$ cat src/rtl/pc_sequencer.sv
`default_nettype none
// +--------------------------------------------------------------------+
// | Module      : pc_sequencer                                         |
// | Description : Program counter owner for the single-cycle core.     |
// |               Selects sequential / branch / JAL / JALR next PC,    |
// |               redirects misaligned targets to a trap vector and    |
// |               keeps branch statistics counters.                    |
// | Revision    : 1.0 - initial release                                |
// +--------------------------------------------------------------------+
module pc_sequencer #(
   parameter logic [31:0] RESET_VECTOR = 32'h0000_0000,
   parameter logic [31:0] TRAP_VECTOR  = 32'h0000_0100
) (
   input  logic        clk,
   input  logic        reset,
   input  logic        stall,
   input  logic        is_branch,
   input  logic        is_jal,
   input  logic        is_jalr,
   input  logic        br_taken,
   input  logic [31:0] imm,
   input  logic [31:0] rs1_val,
   output logic [31:0] pc,
   output logic [31:0] pc_plus4,
   output logic        instr_valid,
   output logic        trap,
   output logic [31:0] trap_pc,
   output logic [31:0] branch_count,
   output logic [31:0] taken_count
);

   // BOOT and TRAP are both single-cycle bubbles in front of RUN.
   typedef enum logic [1:0] {
      ST_BOOT = 2'd0,
      ST_RUN  = 2'd1,
      ST_TRAP = 2'd2
   } state_t;

   state_t      state_q, state_d;
   logic [31:0] pc_q, pc_d;
   logic [31:0] trap_pc_q, trap_pc_d;
   logic [31:0] branch_count_q, branch_count_d;
   logic [31:0] taken_count_q, taken_count_d;
   logic        instr_valid_q, instr_valid_d;
   logic        trap_q, trap_d;

   logic [31:0] seq_pc;
   logic [31:0] rel_target;
   logic [31:0] jalr_target;
   logic [31:0] target;
   logic        redirect;
   logic        misaligned;
   logic        active;

   // Candidate targets and the priority-selected next PC while running.
   always_comb begin
      seq_pc      = pc_q + 32'd4;
      rel_target  = pc_q + imm;
      jalr_target = (rs1_val + imm) & ~32'h1;
      redirect    = is_jalr || is_jal || (is_branch && br_taken);
      if (is_jalr) begin
         target = jalr_target;
      end else if (is_jal || (is_branch && br_taken)) begin
         target = rel_target;
      end else begin
         target = seq_pc;
      end
      misaligned = redirect && (target[1:0] != 2'b00);
      active     = (state_q == ST_RUN) && !stall;
   end

   // Next-state, next-PC, trap capture and statistics counters.
   always_comb begin
      state_d        = state_q;
      pc_d           = pc_q;
      trap_pc_d      = trap_pc_q;
      branch_count_d = branch_count_q;
      taken_count_d  = taken_count_q;

      case (state_q)
         ST_BOOT: state_d = ST_RUN;
         ST_TRAP: state_d = ST_RUN;
         ST_RUN: begin
            if (active) begin
               if (misaligned) begin
                  // The faulting target is never architecturally visible.
                  pc_d      = TRAP_VECTOR;
                  trap_pc_d = pc_q;
                  state_d   = ST_TRAP;
               end else begin
                  pc_d = target;
               end
            end
         end
         default: state_d = ST_BOOT;
      endcase

      // A trapping branch still counts as executed.
      if (active && is_branch) begin
         branch_count_d = branch_count_q + 32'd1;
         if (br_taken) begin
            taken_count_d = taken_count_q + 32'd1;
         end
      end

      // Status flags are registered from the state being entered.
      instr_valid_d = (state_d == ST_RUN);
      trap_d        = (state_d == ST_TRAP);
   end

   // State and datapath registers with asynchronous reset.
   always_ff @(posedge clk or posedge reset) begin
      if (reset) begin
         state_q        <= ST_BOOT;
         pc_q           <= RESET_VECTOR;
         trap_pc_q      <= 32'h0;
         branch_count_q <= 32'h0;
         taken_count_q  <= 32'h0;
         instr_valid_q  <= 1'b0;
         trap_q         <= 1'b0;
      end else begin
         state_q        <= state_d;
         pc_q           <= pc_d;
         trap_pc_q      <= trap_pc_d;
         branch_count_q <= branch_count_d;
         taken_count_q  <= taken_count_d;
         instr_valid_q  <= instr_valid_d;
         trap_q         <= trap_d;
      end
   end

   assign pc           = pc_q;
   assign pc_plus4     = seq_pc;
   assign instr_valid  = instr_valid_q;
   assign trap         = trap_q;
   assign trap_pc      = trap_pc_q;
   assign branch_count = branch_count_q;
   assign taken_count  = taken_count_q;

endmodule
`default_nettype wire

$ cat config.mk
export PLATFORM = sky130hd
export DESIGN_NAME = pc_sequencer
export DESIGN_NICKNAME = d
export VERILOG_FILES = /design/src/rtl/pc_sequencer.sv
export SDC_FILE = /design/constraint.sdc
export NUM_CORES = 1
export LEC_CHECK = 0
export ABC_CLOCK_PERIOD_IN_PS = 12200
export CORE_MARGIN = 2
export CORE_UTILIZATION = 55
export DETAILED_ROUTE_END_ITERATION = 10
export PLACE_DENSITY = 0.94
export SYNTH_ARGS = -nofsm -noshare
export SYNTH_HDL_FRONTEND = slang
export SYNTH_SLANG_ARGS = --single-unit
$ cat constraint.sdc
create_clock -name clk -period 12.2 [get_ports clk]
set_input_delay 1.83 -clock clk [delete_from_list [all_inputs] [get_ports clk]]
set_output_delay 1.83 -clock clk [all_outputs]
set_load 0.02 [all_outputs]
==> flow_metrics.py <==
metrics = {
    "run_status": {
        "status": "completed",
    },
    "timing": {
        "fmax_ghz": 0.193,
        "drv_slew": 0,
        "fin_worst_skew_ps": 9.35,
        "relSlewSlack_pct": 36.7,
        "setup_viol": 0,
        "tns_ps": 0,
        "tightest_slew_ps": 950,
        "rsz0062_at_grt": "false",
        "hold_violations": 0,
        "fin_crit_sh_pct": 42.4,
        "period_minus_slack_ps": 5170,
    },
    "clock_network": {
        "hold_buffers": 0,
        "clk_pin_slew_worst_paths_ps": 60,
        "clock_latency_ps": 420,
        "cts_root_buf": "clkbuf_16",
        "cts_buffers": 17,
        "cts_setup_buffers": 0,
        "cts_num_sinks": 132,
        "cts_buffer_depth": 2,
        "cts_resized": 0,
        "cts_max_level": 4,
        "cts_tree": "built",
    },
    "logic_synthesis": {
        "synthMuxAreaShare_pct": 0.981,
        "syn-cell-area_sq_um": 9440,
        "synth-simple-area-share_pct": 21.0,
        "synth_edf_count": 0,
        "synth.avg_cell_area_sq_um": 8.65,
        "synth-xor-area-share_pct": 12.8,
        "synth_top_family_by_area": "simple AND/OR/NAND/NOR gates",
        "synth_fp_nets": 1229,
        "synthAdderAreaFrac_pct": 8.91,
        "ys_warn_count": 0,
        "synth_seq_cells": 132,
        "yosysSeqAreaShare_pct": 35.0,
        "netlist_instances": 1092,
        "ys_types": 76,
        "ys.flop_type": "dfrtp_1",
        "async_reset_ff_share_pct": 100,
        "synth_compound_area_share_pct": 18.5,
    },
    "cells_and_area": {
        "final_area_sq_um": 12500,
        "nNetsFinal": 1449,
        "final_common_cell": "clkdlybuf4s50_1",
        "syn_to_final_growth_pct": 32.6,
        "final_layout_size_suffix_gt1_share_pct": 4.31,
        "diodes": 0,
        "mostFrequentLayoutCells": "clkdlybuf4s50_1 (232), nand2_1 (179), dfrtp_1 (132)",
    },
    "global_route": {
        "grt_pass1_vias": 8923,
        "grt_usage_pct": 31.8,
        "grt_pass1_wl_mm": 45.9,
        "grt_max_degree": 79,
        "grt_overflow": 0,
        "antenna_found_initial": 0,
    },
    "detailed_routing": {
        "num_vias": 9313,
        "firstDrtPassIters": 5,
        "wire_per_inst_um": 18.6,
        "wl_mm": 28.8,
        "antenna_violating_nets_post_route": 0,
        "via_per_inst": 6.04,
        "initialDrtViolationCount": 975,
        "drc": 0,
    },
    "floorplan": {
        "dieArea_sq_um": 18200,
        "start_util_pct": 56.5,
        "rows": 47,
        "chipWidth_um": 135,
        "die_h_um": 135,
        "design.core.area_sq_um": 16700,
        "io_pins": 233,
    },
    "placed_design": {
        "gp_congestion": 0.982,
        "io_buffers": 232,
        "post-dp-hpwl_mm": 21.7,
        "place_area_sq_um": 11900,
    },
    "pwr": {
        "switching_share_pct": 41.7,
        "p_leak_nw": 5.59,
        "power_density_nw_per_um2": 187,
        "p_int_w": 0.00136,
        "switchingPower_w": 0.000973,
        "ir_drop_uv": 107,
        "pwr-share-seq_pct": 29.2,
        "combinationalPowerShare_pct": 48.8,
        "clockPowerShare_pct": 22.0,
    },
    "setup_path": {
        "cp-start-kind": "flop",
        "path_class": "flop to primary output",
        "endpoint_kind": "primary output",
        "path_max_fanout": 7,
        "required_ps": 10370,
        "cp.arrival_ps": 3340,
        "r2r_slack_ps": 9020,
    },
    "min_path": {
        "hp-class": "flop to flop",
    },
    "job": {
        "cap_violations": 0,
    },
}
[registers in the layout, indices dropped and copies added, names as in the netlist]
name and flops:
trap_pc 32, taken_count 32, pc 32, trap 1, branch_count 32, instr_valid 1, state_q 2
[power groups by stage]
stage	clock (W)	sequential (W)	combinational [W]
floorplan	0	0.000752	0.000572
global placement	0	0.000676	0.00109
detailed placement	0	0.000680	0.00111
CTS	0.000515	0.000675	0.00112
global route	0.000535	0.000693	0.00122
finish	0.000514	0.000681	0.00114
[final timing paths]
kind	cells after the start	startpoint	end
setup / recovery	8	pc[13]	pc_plus4[29]
hold / removal	2	trap_pc[1]	trap_pc[1]
setup reg to reg	11	pc[0]	pc[26]
hold reg to reg	2	trap_pc[1]	trap_pc[1]
max in group asynchronous	3	reset	state_q[0]
min in group asynchronous	2	reset	trap_pc[22]
[logic make-up after synthesis]
family,Yosys count
adder cells (fa/ha/maj),66
buffers and inverters,67
XOR/XNOR,138
AND/OR/NAND/NOR,416
multiplexers,9
flip-flops,132
AO/OA/AOI/OAI,264
[synth_stat cells (all sizes together) (3+ instances only)]
| library cell | number | area share, % |
|---|---|---|
| dfrtp | 132 | 35 |
| o211ai | 7 | 0.56 |
| a31oi | 19 | 1.3 |
| xnor2 | 95 | 8.8 |
| ha | 64 | 8.5 |
| and3 | 23 | 1.5 |
| a41oi | 4 | 0.37 |
| mux2i | 7 | 0.74 |
| a32o | 4 | 0.42 |
| o21ai | 55 | 3.0 |
| and2 | 8 | 0.53 |
| o21bai | 5 | 0.40 |
| inv | 30 | 1.2 |
| a22o | 9 | 0.83 |
| buf | 10 | 0.64 |
| nand3 | 53 | 2.8 |
| nor2 | 67 | 2.7 |
| a21oi | 74 | 4.1 |
| and4 | 7 | 0.65 |
| a22oi | 4 | 0.32 |
| a211o | 5 | 0.46 |
| nor3 | 13 | 0.69 |
| nor2b | 9 | 0.62 |
| a21o | 23 | 1.8 |
| o21a | 8 | 0.64 |
| o31ai | 3 | 0.24 |
| nand4 | 24 | 1.7 |
| nand2b | 12 | 0.80 |
| xor2 | 43 | 4.0 |
| a21boi | 5 | 0.40 |
| or2 | 6 | 0.42 |
| a2111oi | 3 | 0.28 |
| clkbuf | 27 | 1.1 |
| o22a | 3 | 0.28 |
| a211oi | 13 | 1.1 |
| nand2 | 179 | 7.1 |
| nand3b | 3 | 0.24 |
| nor4 | 3 | 0.20 |
[layout make-up]
type	count	area [sq um]
multi-input combinational	893	5870
tap	220	275
fill	1197	4180
sequential	132	3300
clock inverter	12	159
timing repair buffer	238	2370
clock buffer	18	429
inverter	30	115
[per-layer routing]
layer	vias to the layer above	global-route usage [%]	wire length [um]
met1	4375	42.5	11700
met2	528	51.2	13300
met4	0	9.66	636
met5	-	0	0
li1	4344	-	-
met3	66	7.77	3110
[worst max-delay path: stages (launching register included)]
cell	delay (ps)
dfrtp_1	510
nand3_1	220
or4_4	580
nor2_1	260
nand2_1	140
nor2_1	200
nand3_1	120
xnor2_1	230
clkdlybuf4s50_1	650
[metrics by stage]
stage	power [W]	hold WS, ps	worst slack, ps	util [%]	instances
floorplan	0.00132	468	6840	-	1092
global placement	0.00177	458	7290	71.4	1513
detailed placement	0.00179	461	7150	71.4	1513
CTS	0.00231	477	7040	74.9	1543
global route	0.00245	496	6840	74.9	1543
finish	0.00233	474	7030	74.9	1543
Power figures use the tool's default switching activity.
